==> config.mk <==
export PLATFORM = sky130hd
export DESIGN_NAME = fp_operand_aligner
export DESIGN_NICKNAME = d
export VERILOG_FILES = /design/src/rtl/fp_align_pkg.sv /design/src/rtl/fp_unpack.sv /design/src/rtl/fp_operand_aligner.sv
export SDC_FILE = /design/constraint.sdc
export NUM_CORES = 1
export LEC_CHECK = 0
export ABC_AREA = 1
export CORE_MARGIN = 5
export CORE_UTILIZATION = 35
export DETAILED_ROUTE_END_ITERATION = 10
export SLEW_MARGIN = 25
export SYNTH_ARGS = -nofsm -noshare
export SYNTH_HDL_FRONTEND = slang
export SYNTH_SLANG_ARGS = --single-unit
==> constraint.sdc <==
create_clock -name clk -period 1.59 [get_ports clk]
set_input_delay 0.318 -clock clk [delete_from_list [all_inputs] [get_ports clk]]
set_output_delay 0.318 -clock clk [all_outputs]
set_load 0.1 [all_outputs]
==> src/rtl/fp_align_pkg.sv <==
// fp_align_pkg: shared widths, constants and state encoding for the
// single-precision operand aligner (fp_operand_aligner and fp_unpack).
//   EXP__W       exponent width
//   FRAC__W      stored fraction width
//   MAG__W       aligned magnitude width: hidden + fraction + G,R,S
//   OP__W        aligned operand width: sign + magnitude
//   CNT__W       width of the shift counter (holds 1..MAG__W-1)
package fp_align_pkg;

  localparam int EXP__W  = 8;
  localparam int FRAC__W = 23;
  localparam int GRS__W  = 3;
  localparam int MAG__W  = FRAC__W + 4;
  localparam int OP__W   = FRAC__W + 5;
  localparam int CNT__W  = 5;

  localparam logic [EXP__W-1:0] EXP__SPECIAL = 8'hFF;

  typedef enum logic [1:0] {
    IDLE  = 2'd0,
    SHIFT = 2'd1,
    DONE  = 2'd2
  } state_t;

  // One-bit right shift that folds everything shifted out into bit 0,
  // so bit 0 always holds the OR of all bits discarded so far (sticky).
  function automatic logic [MAG__W-1:0] shr_sticky(input logic [MAG__W-1:0] m);
    return {1'b0, m[MAG__W-1:2], m[1] | m[0]};
  endfunction

endpackage

==> src/rtl/fp_unpack.sv <==
// fp_unpack: combinational unpack of one IEEE-754 binary32 operand.
//   i_op       packed operand {sign, exponent, fraction}
//   o_sign     sign bit
//   o_exp_eff  effective exponent (denormals and zero treated as exponent 1)
//   o_mag      {hidden, fraction, 3'b000}
//   o_special  exponent field is all ones (Inf/NaN)
module fp_unpack
  import fp_align_pkg::*;
(
  input  logic [EXP__W+FRAC__W:0] i_op,
  output logic                    o_sign,
  output logic [EXP__W-1:0]       o_exp_eff,
  output logic [MAG__W-1:0]       o_mag,
  output logic                    o_special
);

  logic [EXP__W-1:0] w_exp;
  logic              w_hidden;

  assign w_exp     = i_op[FRAC__W +: EXP__W];
  assign w_hidden  = |w_exp;
  assign o_sign    = i_op[EXP__W+FRAC__W];
  assign o_exp_eff = w_hidden ? w_exp : EXP__W'(1);
  assign o_mag     = {w_hidden, i_op[FRAC__W-1:0], {GRS__W{1'b0}}};
  assign o_special = (w_exp == EXP__SPECIAL);

endmodule

==> src/rtl/fp_operand_aligner.sv <==
// fp_operand_aligner: pre-normalization stage of the binary32 adder.
// Captures an operand pair, right-shifts the smaller-exponent magnitude one
// bit per cycle with sticky accumulation, and presents both aligned operands
// in sign-magnitude form together with the larger exponent.
//   clk, rst__n                   clock, asynchronous active-low reset
//   in__valid / in__ready         operand pair handshake
//   op__a, op__b                  binary32 operands
//   out__valid / out__ready       result handshake
//   out__a, out__b                {sign, hidden, fraction, G, R, S}
//   out__exponent                 larger effective exponent
//   out__special                  either operand has exponent 255
module fp_operand_aligner
  import fp_align_pkg::*;
(
  input  logic                    clk,
  input  logic                    rst__n,
  input  logic                    in__valid,
  output logic                    in__ready,
  input  logic [EXP__W+FRAC__W:0] op__a,
  input  logic [EXP__W+FRAC__W:0] op__b,
  output logic                    out__valid,
  input  logic                    out__ready,
  output logic [OP__W-1:0]        out__a,
  output logic [OP__W-1:0]        out__b,
  output logic [EXP__W-1:0]       out__exponent,
  output logic                    out__special
);

  logic              w_sign_a, w_sign_b, w_spec_a, w_spec_b;
  logic [EXP__W-1:0] w_exp_a, w_exp_b, w_exp_big, w_diff;
  logic [MAG__W-1:0] w_mag_a, w_mag_b, w_mag_small, w_mag_small_cap;
  logic              w_a_big, w_collapse, w_capture;
  state_t            w_cap_state, w_state_next;

  state_t            r_state;
  logic              r_sign_a, r_sign_b, r_special, r_shift_a;
  logic [MAG__W-1:0] r_mag_a, r_mag_b;
  logic [EXP__W-1:0] r_exp;
  logic [CNT__W-1:0] r_count;

  fp_unpack u_unpack_a (
    .i_op      (op__a),
    .o_sign    (w_sign_a),
    .o_exp_eff (w_exp_a),
    .o_mag     (w_mag_a),
    .o_special (w_spec_a)
  );

  fp_unpack u_unpack_b (
    .i_op      (op__b),
    .o_sign    (w_sign_b),
    .o_exp_eff (w_exp_b),
    .o_mag     (w_mag_b),
    .o_special (w_spec_b)
  );

  // Ties keep A as the big operand.
  assign w_a_big     = (w_exp_a >= w_exp_b);
  assign w_exp_big   = w_a_big ? w_exp_a : w_exp_b;
  assign w_diff      = w_a_big ? (w_exp_a - w_exp_b) : (w_exp_b - w_exp_a);
  assign w_mag_small = w_a_big ? w_mag_b : w_mag_a;

  // A shift of MAG__W or more leaves nothing but the sticky bit, so skip
  // the iterative shifter entirely.
  assign w_collapse      = (w_diff >= EXP__W'(MAG__W));
  assign w_mag_small_cap = w_collapse ? {{(MAG__W-1){1'b0}}, |w_mag_small} : w_mag_small;
  assign w_cap_state     = ((w_diff == '0) || w_collapse) ? DONE : SHIFT;

  assign in__ready  = rst__n & ((r_state == IDLE) | ((r_state == DONE) & out__ready));
  assign w_capture  = in__valid & in__ready;
  assign out__valid = (r_state == DONE);

  always_comb begin
    w_state_next = r_state;
    unique case (r_state)
      IDLE:    if (w_capture) w_state_next = w_cap_state;
      SHIFT:   if (r_count == CNT__W'(1)) w_state_next = DONE;
      DONE: begin
        if (out__ready) w_state_next = in__valid ? w_cap_state : IDLE;
      end
      default: w_state_next = IDLE;
    endcase
  end

  always_ff @(posedge clk or negedge rst__n) begin
    if (!rst__n) r_state <= IDLE;
    else         r_state <= w_state_next;
  end

  always_ff @(posedge clk or negedge rst__n) begin
    if (!rst__n) begin
      r_sign_a  <= 1'b0;
      r_sign_b  <= 1'b0;
      r_mag_a   <= '0;
      r_mag_b   <= '0;
      r_exp     <= '0;
      r_special <= 1'b0;
      r_count   <= '0;
      r_shift_a <= 1'b0;
    end else if (w_capture) begin
      r_sign_a  <= w_sign_a;
      r_sign_b  <= w_sign_b;
      r_mag_a   <= w_a_big ? w_mag_a : w_mag_small_cap;
      r_mag_b   <= w_a_big ? w_mag_small_cap : w_mag_b;
      r_exp     <= w_exp_big;
      r_special <= w_spec_a | w_spec_b;
      // Only meaningful for 1..26; collapsed or zero shifts never enter SHIFT.
      r_count   <= w_diff[CNT__W-1:0];
      r_shift_a <= ~w_a_big;
    end else if (r_state == SHIFT) begin
      if (r_shift_a) r_mag_a <= shr_sticky(r_mag_a);
      else           r_mag_b <= shr_sticky(r_mag_b);
      r_count <= r_count - CNT__W'(1);
    end
  end

  // A zero magnitude never carries a negative sign downstream.
  assign out__a        = {r_sign_a & (|r_mag_a), r_mag_a};
  assign out__b        = {r_sign_b & (|r_mag_b), r_mag_b};
  assign out__exponent = r_exp;
  assign out__special  = r_special;

endmodule

==> impl_metrics.tcl, run 1 <==
set metrics [dict create \
    status "complete, but fails checks" \
    failed_checks "setup timing" \
    fillers 1082 \
    numCtsBuffers 9 \
    cts_tree "done" \
    tightestPinTransition_ps 718 \
    drc 0 \
    ys_top_cells_by_count "148 x nand2_1, 120 x nor2_1, 104 x inv_1" \
    clk_path_buf_depth 2 \
    grt-ovfl-total 0 \
    slew_viol_final 0 \
    h-tree-depth 3 \
    crit_type "in -> reg" \
    max_cap_violations 0 \
    placed_area_sq_um 8900 \
    critPathMaxFanout 5 \
    firstDrtPassIters 4 \
    yosysTopAreaCell "dfrtp_1" \
    die_area_sq_um 17500 \
    num_io_pins 135 \
    max_freq_mhz 376 \
    worstPathArrival_ps 2930 \
    nets 1164 \
    synth_nets 843 \
    synth_cell_types 37 \
    rows 44 \
    drtIter0Drc 274 \
    drive_above_1_share_pct 49.3 \
    hold_path.class "in -> async" \
    reg2reg_to "r_mag_a[5]" \
    clock_skew_ps 11.4 \
    vias 6223 \
    synthTopCellsByArea "dfrtp_1 35%, nand2_1 11%, a21oi_1 9.2%, nor2_1 8.6%, inv_1 7.5%" \
    layout_setup_ws_ps -1070 \
    routed_wl_um 19100 \
    fin_crit_sh_pct 167 \
    start_util_pct 35.9 \
    antennaDiodeCount 0 \
    min_period_ps 2660 \
    async_flop_share_pct 100 \
    startpoint_type "primary input" \
    rsz0062_at_grt "yes" \
    fp.coreArea_sq_um 14600 \
    via_per_inst 4.92 \
    synth_area_sq_um 5240 \
    design_area_sq_um 10100 \
    cp.required_ps 1860 \
    seq_area_sq_um 1870 \
    leakagePower_nw 4.80 \
    synth_top_area_share_pct 34.9 \
    grt_max_degree 74 \
    clockRootBuffer "clkbuf_16" \
    finalSetupViolCount 67 \
    r2r_cells 8 \
    hpwl_um 13300 \
    synth_edf_count 0 \
    grt_pass1_wl_um 30000 \
    numPortBuffers 134 \
    routabilityCongestion 0.932 \
    end_kind "flop" \
    grt_usage_pct 20.5 \
    syn_inst 756 \
    fin_cells 1266 \
    synth_flop_cell "dfrtp_1" \
    syn_area_per_cell_sq_um 6.93 \
    cts_hold_buffers 0 \
    die_w_um 132 \
    ys_seq_area_share_pct 34.9 \
    clk_latency_ps 340 \
    crit_path_end "r_mag_b[6]" \
    setup.worst_path.start "op__b[28]" \
    ir_drop_mv 1.71 \
    grt_pass1_vias 6215 \
    rr_startpoint "r_state[0]" \
    wl_per_cell_um 15.1 \
    die_h_um 132 \
    hold_viol_final 0 \
    synthToLayoutAreaGrowth_pct 93.6 \
    antenna_found_initial 0 \
    clkTransAtPathRegs_ps 60 \
    post-synth-top-count-cell "nand2_1" \
    ys_ff_latch 73 \
    multiInputGateArea_sq_um 3440 \
    ant_nets 0 \
    dpl.cell_count 1218 \
    cts_sinks 73 \
    setup_tns_ps -61050 \
    powerDensity_nw_per_um2 2150 \
    maxSlewHeadroom_pct 52.1 \
    rrSetupSlack_ps -30 \
    ys_warn_count 0 \
]
==> through the flow <==
stage                     util [%]  power [mW]  hold WS (ps)  setup WS [ps]
after detailed placement      61.0        18.8           473          -1830
after global routing          69.5        22.7           173          -1220
after CTS                     66.4        21.4           203           -927
after global placement        61.0        18.7           473          -1760
after floorplan                  -        12.3          22.4           -988
final                         69.5        21.8          89.1          -1070
==> state kept, by name, summed over array words and instances, names as in the netlist <==
signal,flops
out__exponent,8
out__special,1
r_count,5
r_mag_a,27
r_mag_b,27
r_shift_a,1
r_sign_a,1
r_sign_b,1
r_state,2
==> what timing repair did <==
item	4_1_cts	5_1_grt
gates resized for setup	136	113
pin swaps	43	31
gates cloned	2	2
hold endpoints to repair	0	0
setup buffers	28	11
endpoints found under the setup margin	69	68
==> cell usage in the layout, fill, tap and decap left out, drive strengths merged, types with 7 or more instances in the layout <==
cell             n
nand2          170
nor3             7
clkbuf          13
nand3           34
nor4            17
a21oi          118
clkdlybuf4s50   49
inv            107
buf            297
dfrtp           73
nand4           19
nor2           122
ha              17
o21ai           15
==> final cells by class <==
cell class	instances	area share, %
clock inverters	3	0.667
clock buffers	13	2.37
repair buffers	349	37.8
multi-input cells	536	33.9
well taps	184	2.27
inverters	108	4.52
flip-flops and latches	73	18.5
==> worst max-delay path, stage by stage <==
cell	delay (ps)
buf_8	100
inv_4	40
nand4_1	130
nor2_2	180
nor2_2	60
inv_2	60
ha_4	110
inv_2	40
fa_2	340
nand2_2	100
nand2_4	70
nand3_4	110
buf_6	110
nand2_4	40
nor2_4	110
nand2_1	70
nor2_1	140
nand2_1	90
nand2_2	110
nand2_4	90
nand2_8	80
buf_12	110
buf_12	120
nand2_4	50
a21oi_2	130
==> kinds of logic after synthesis <==
| family | after synthesis | synth area share [%] |
|---|---|---|
| AND/OR/NAND/NOR | 369 | 31.1 |
| AO/OA/AOI/OAI | 141 | 15.7 |
| adder cells (fa/ha/maj) | 19 | 4.83 |
| buffers and inverters | 150 | 12.8 |
| flip-flops | 73 | 34.9 |
| XOR/XNOR | 4 | 0.669 |
==> worst min-delay path by stage <==
stage	start	end	slack, ps	cells past startpoint
4_1_cts	op__b[30]	out__exponent[7]	200	3
3_5_place_dp	r_sign_b	r_sign_b	470	2
6_report	rst__n	r_mag_b[12]	90	2
3_3_place_gp	r_sign_b	r_sign_b	470	2
5_1_grt	rst__n	r_mag_b[12]	170	2
2_1_floorplan	rst__n	out__exponent[0]	20	0
==> report_power, final <==
group	internal [mW]	total, mW	switching, mW
logic	6.09	16.0	9.93
clock network	1.38	2.17	0.792
registers	2.85	3.60	0.750
==> metal layers <==
layer / vias to the layer above / global-route usage (%) / part of all wire, %
met5: - / 0 / 0
met2: 192 / 34.5 / 50
met3: 41 / 4.35 / 5.5
met4: 0 / 6.84 / 2.8
li1: 3083 / - / -
met1: 2907 / 26.1 / 42
No activity file was read; power rests on OpenSTA's default activity.
==> run 2: changes to the inputs <==
Settings changed: SKIP_LAST_GASP set to 1.
==> run 2 against run 1 <==
Against the previous run:
- the flow still finishes with violations (setup timing)
- clock-buffer cell count unchanged
- first-iteration DRC count fell by 15%
- global-route usage is 0.088 points lower
- largest cell class unchanged
==> impl_metrics.tcl, run 2 (same netlist as run 1, synthesis figures left out) <==
set metrics [dict create \
    status "complete, but fails checks" \
    die_h_um 132 \
    antenna_found_initial 0 \
    num_io_pins 135 \
    clkTransAtPathRegs_ps 60 \
    cts_hold_buffers 0 \
    tightestPinTransition_ps 704 \
    rows 44 \
    clk_path_buf_depth 2 \
    cts_sinks 73 \
    start_util_pct 35.9 \
    pre_cts_ws_ps -1830 \
    powerDensity_nw_per_um2 2170 \
    end_kind "flop" \
    wl_per_cell_um 14.9 \
    rsz0062_at_grt "yes" \
    cts_tree "done" \
    worstPathArrival_ps 2850 \
    dpl.cell_count 1218 \
    drtIter0Drc 232 \
    drive_above_1_share_pct 47.8 \
    ant_nets 0 \
    clockRootBuffer "clkbuf_16" \
    min_period_ps 2580 \
    routed_wl_um 18900 \
    clock_skew_ps 14.0 \
    grt_max_degree 74 \
    grt_pass1_vias 6211 \
    synthToLayoutAreaGrowth_pct 91.5 \
    via_per_inst 4.86 \
    slew_viol_final 0 \
    final_common_cell "buf_4" \
    h-tree-depth 3 \
    clk_latency_ps 340 \
    die_w_um 132 \
    grt-ovfl-total 0 \
    layout_setup_ws_ps -990 \
    cpMostUsedCell "nand2_4" \
    nets 1162 \
    crit_path_top_delay_cell "fa_2" \
    grt_pass1_wl_um 29800 \
    path_delay_family "simple AND/OR/NAND/NOR gates" \
    hold_viol_final 0 \
    die_area_sq_um 17500 \
    grt_usage_pct 20.4 \
    crit_type "in -> reg" \
    fin_cells 1264 \
    firstDrtPassIters 5 \
    numCtsBuffers 9 \
    fillers 1112 \
    numPortBuffers 134 \
    fp.coreArea_sq_um 14600 \
    finalSetupViolCount 67 \
    maxSlewHeadroom_pct 53.1 \
    drc 0 \
    critPathMaxFanout 5 \
    leakagePower_nw 4.79 \
    fin_crit_sh_pct 162 \
    max_freq_mhz 388 \
    failed_checks "setup timing" \
    final_cell_mix "191 x buf_4, 115 x nor2_1, 103 x nand2_1" \
    cpPeakStageDelay_ps 340 \
    crit_buf_inv 7 \
    ir_drop_mv 1.75 \
    max_cap_violations 0 \
    hold_path.class "in -> async" \
    antennaDiodeCount 0 \
    routabilityCongestion 0.932 \
    startpoint_type "primary input" \
    hpwl_um 13300 \
    vias 6144 \
    cp.required_ps 1860 \
]
-- run 2: timing repair --
action	4_1_cts	5_1_grt
resized for setup	124	90
setup endpoints to repair	69	68
cloned	2	3
pin swaps	43	27
setup buffers	28	5
-- run 2: worst paths after layout --
check	from	slack (ps)	cells after the start	endpoint
hold / removal	rst__n	110	2	r_mag_b[12]
setup / recovery	op__b[28]	-990	25	r_mag_b[6]
setup reg to reg	r_state[0]	-80	8	r_mag_a[16]
min in group clk	op__b[30]	200	3	out__exponent[7]
hold reg to reg	r_sign_b	490	2	r_sign_b
max in group asynchronous	rst__n	930	2	r_mag_a[0]
-- run 2: metal layers --
layer	global-route usage, %	share of wire [%]	up-vias
met5	0	0	-
met4	6.67	2.0	0
met3	4.31	5.0	31
met2	34.3	49	168
met1	26.0	44	2871
li1	-	-	3074
-- run 2: power breakdown --
part | internal (mW) | switching, mW
clock network | 1.38 | 0.798
logic | 6.05 | 9.89
registers | 2.85 | 0.746
total | 10.3 | 11.4
-- run 2: per-stage QoR --
| stage | area [sq um] | hold WS (ps) | power, mW | TNS [ps] | util [%] |
|---|---|---|---|---|---|
| 6_report | 10000 | 109 | 21.7 | -58970 | 68.7 |
| 3_3_place_gp | 8900 | 473 | 18.7 | -109970 | 61.0 |
| 2_1_floorplan | 5490 | 22.4 | 12.3 | -58560 | - |
| 3_5_place_dp | 8900 | 473 | 18.8 | -114000 | 61.0 |
| 5_1_grt | 10000 | 173 | 22.6 | -66700 | 68.7 |
| 4_1_cts | 9640 | 203 | 21.4 | -53010 | 66.1 |
-- run 2: layout make-up --
type | instances | area, sq um | share of cell area (%)
inverter | 108 | 455 | 4.54
sequential | 73 | 1870 | 18.7
timing repair buffer | 347 | 3820 | 38.1
tap | 184 | 230 | 2.30
clock buffer | 13 | 240 | 2.40
clock inverter | 3 | 67.6 | 0.674
multi-input combinational | 536 | 3340 | 33.3
==> run 3: changes to the inputs <==
Settings changed: CAP_MARGIN set to 15, CTS_BUF_LIST set to sky130_fd_sc_hd__clkbuf_4 sky130_fd_sc_hd__clkbuf_8 sky130_fd_sc_hd__clkbuf_16, DONT_BUFFER_PORTS set to 1.
==> run 3 against run 2 <==
Against the previous run:
- the flow finishes with violations (hold timing, setup timing)
- sequential cell count unchanged
- final cell count fell by 14%
- critical path depth fell by 1
- largest cell class is now multi-input gates
- largest power group unchanged
==> impl_metrics.tcl, run 3 (same netlist as run 1, synthesis figures left out) <==
set metrics [dict create \
    dpl.cell_count 1033 \
    crit_type "in -> reg" \
    firstDrtPassIters 4 \
    vias 5456 \
    rows 44 \
    hold_viol_final 73 \
    critPathMaxFanout 3 \
    nets 987 \
    use_met1_pct 24.2 \
    fin_cells 1089 \
    via_per_inst 5.01 \
    tightestPinTransition_ps 478 \
    grt_pass1_wl_um 27300 \
    drive_above_1_share_pct 42.8 \
    die_w_um 132 \
    hold_path.class "in -> async" \
    holdWs_ps -327 \
    slew_viol_final 0 \
    gr-max-usage-layer "met2" \
    finalSetupViolCount 68 \
    cts_tree "done" \
    start_util_pct 35.9 \
    status "complete, but fails checks" \
    end_kind "flop" \
    cp.required_ps 1810 \
    grt_usage_pct 18.9 \
    h-tree-depth 3 \
    drc 0 \
    worstPathArrival_ps 2640 \
    clk_path_buf_depth 2 \
    startpoint_type "primary input" \
    numCtsBuffers 9 \
    ant_nets 0 \
    clk_latency_ps 340 \
    grtUsageMet3_pct 6.79 \
    crit_buf_inv 8 \
    layout_setup_ws_ps -828 \
    powerDensity_nw_per_um2 2290 \
    cpMostUsedCell "nand2_1" \
    min_period_ps 2420 \
    antenna_found_initial 0 \
    antennaDiodeCount 0 \
    grt_pass1_vias 5352 \
    numPortBuffers 0 \
    grt-ovfl-total 0 \
    routed_wl_um 17100 \
    clock_skew_ps 7.53 \
    clockRootBuffer "clkbuf_16" \
    max_freq_mhz 414 \
    wl_per_cell_um 15.7 \
    fp.coreArea_sq_um 14600 \
    grt_max_degree 75 \
    routabilityCongestion 0.834 \
    fin_crit_sh_pct 152 \
    setup_tns_ps -48990 \
    cpPeakStageDelay_ps 240 \
    final_cell_mix "146 x buf_4, 114 x nor2_1, 106 x nand2_1" \
    die_h_um 132 \
    leakagePower_nw 3.76 \
    cts_sinks 73 \
    max_cap_violations 0 \
    failed_checks "hold timing, setup timing" \
    p_total_mw 17.8 \
    clkTransAtPathRegs_ps 60 \
    crit_path_top_delay_cell "nor4_4" \
    use_met2_pct 30.7 \
    path_delay_family "simple AND/OR/NAND/NOR gates" \
    num_io_pins 135 \
    ir_drop_mv 1.37 \
    synthToLayoutAreaGrowth_pct 49.0 \
    rsz0062_at_grt "yes" \
    die_area_sq_um 17500 \
    drtIter0Drc 303 \
    crit_chain "nor4_4 > buf_4 > nand2_4 > nand2_4 > inv_2 > ha_4 > inv_4 > buf_4 > buf_4 > nand3_1 > nand2_1 > nand2_1 > nand3_1 > nand2_1 > nor2_1 > nand2_1 > nand2_2 > nand2_4 > buf_4 > buf_6 > inv_4 > nand2_1 > nand2_1 > nand3_1" \
    maxSlewHeadroom_pct 67.8 \
    hpwl_um 11900 \
    final_common_cell "buf_4" \
]
[run 3: power breakdown]
| group | leakage (nW) | internal [mW] | switching (mW) |
|---|---|---|---|
| registers | 0.799 | 2.84 | 0.525 |
| clock network | 0.153 | 1.35 | 0.788 |
| logic | 2.81 | 3.04 | 9.28 |
| total | 3.76 | 7.23 | 10.6 |
[run 3: path summary, 6_finish.rpt]
check / startpoint / end / slack [ps] / cells after the start
max reg2reg: r_state[0] / r_mag_b[6] / -20 / 9
min reg2reg: out__exponent[0] / out__exponent[0] / 520 / 2
min: rst__n / r_mag_b[9] / -330 / 0
min in group clk: op__b[31] / r_sign_b / 90 / 2
max: op__a[28] / r_state[1] / -830 / 24
max in group asynchronous: rst__n / r_mag_a[26] / 1750 / 0
[run 3: what timing repair did]
| action | 4_1_cts | 5_1_grt |
|---|---|---|
| pin swaps | 39 | 41 |
| hold endpoints to repair | 73 | 73 |
| gates cloned | 3 | 3 |
| resized for setup | 89 | 69 |
| endpoints found under the setup margin | 69 | 72 |
| buffers inserted | 29 | 12 |
[run 3: layout make-up]
type                       instances  area (sq um)
clock buffer                      14           275
clock inverter                     2          37.5
fill                            1364          6790
inverter                         108           468
multi-input combinational        536          3370
sequential                        73          1870
tap                              184           230
timing repair buffer             172          1550
[run 3: metal layers]
metal | vias up | routed length [um]
li1 | 2710 | -
met1 | 2590 | 7440
met2 | 142 | 8190
met3 | 14 | 1270
met4 | 0 | 185
met5 | - | 0
[run 3: through the flow]
| stage | hold WS [ps] | instance area (sq um) | setup WS [ps] | utilization, % |
|---|---|---|---|---|
| 2_1_floorplan | 22.4 | 5490 | -988 | - |
| 3_3_place_gp | 27.2 | 6510 | -1210 | 44.6 |
| 3_5_place_dp | 27.3 | 6510 | -1280 | 44.6 |
| 4_1_cts | -344 | 7390 | -768 | 50.7 |
| 5_1_grt | -347 | 7800 | -1000 | 53.5 |
| 6_report | -327 | 7800 | -828 | 53.5 |
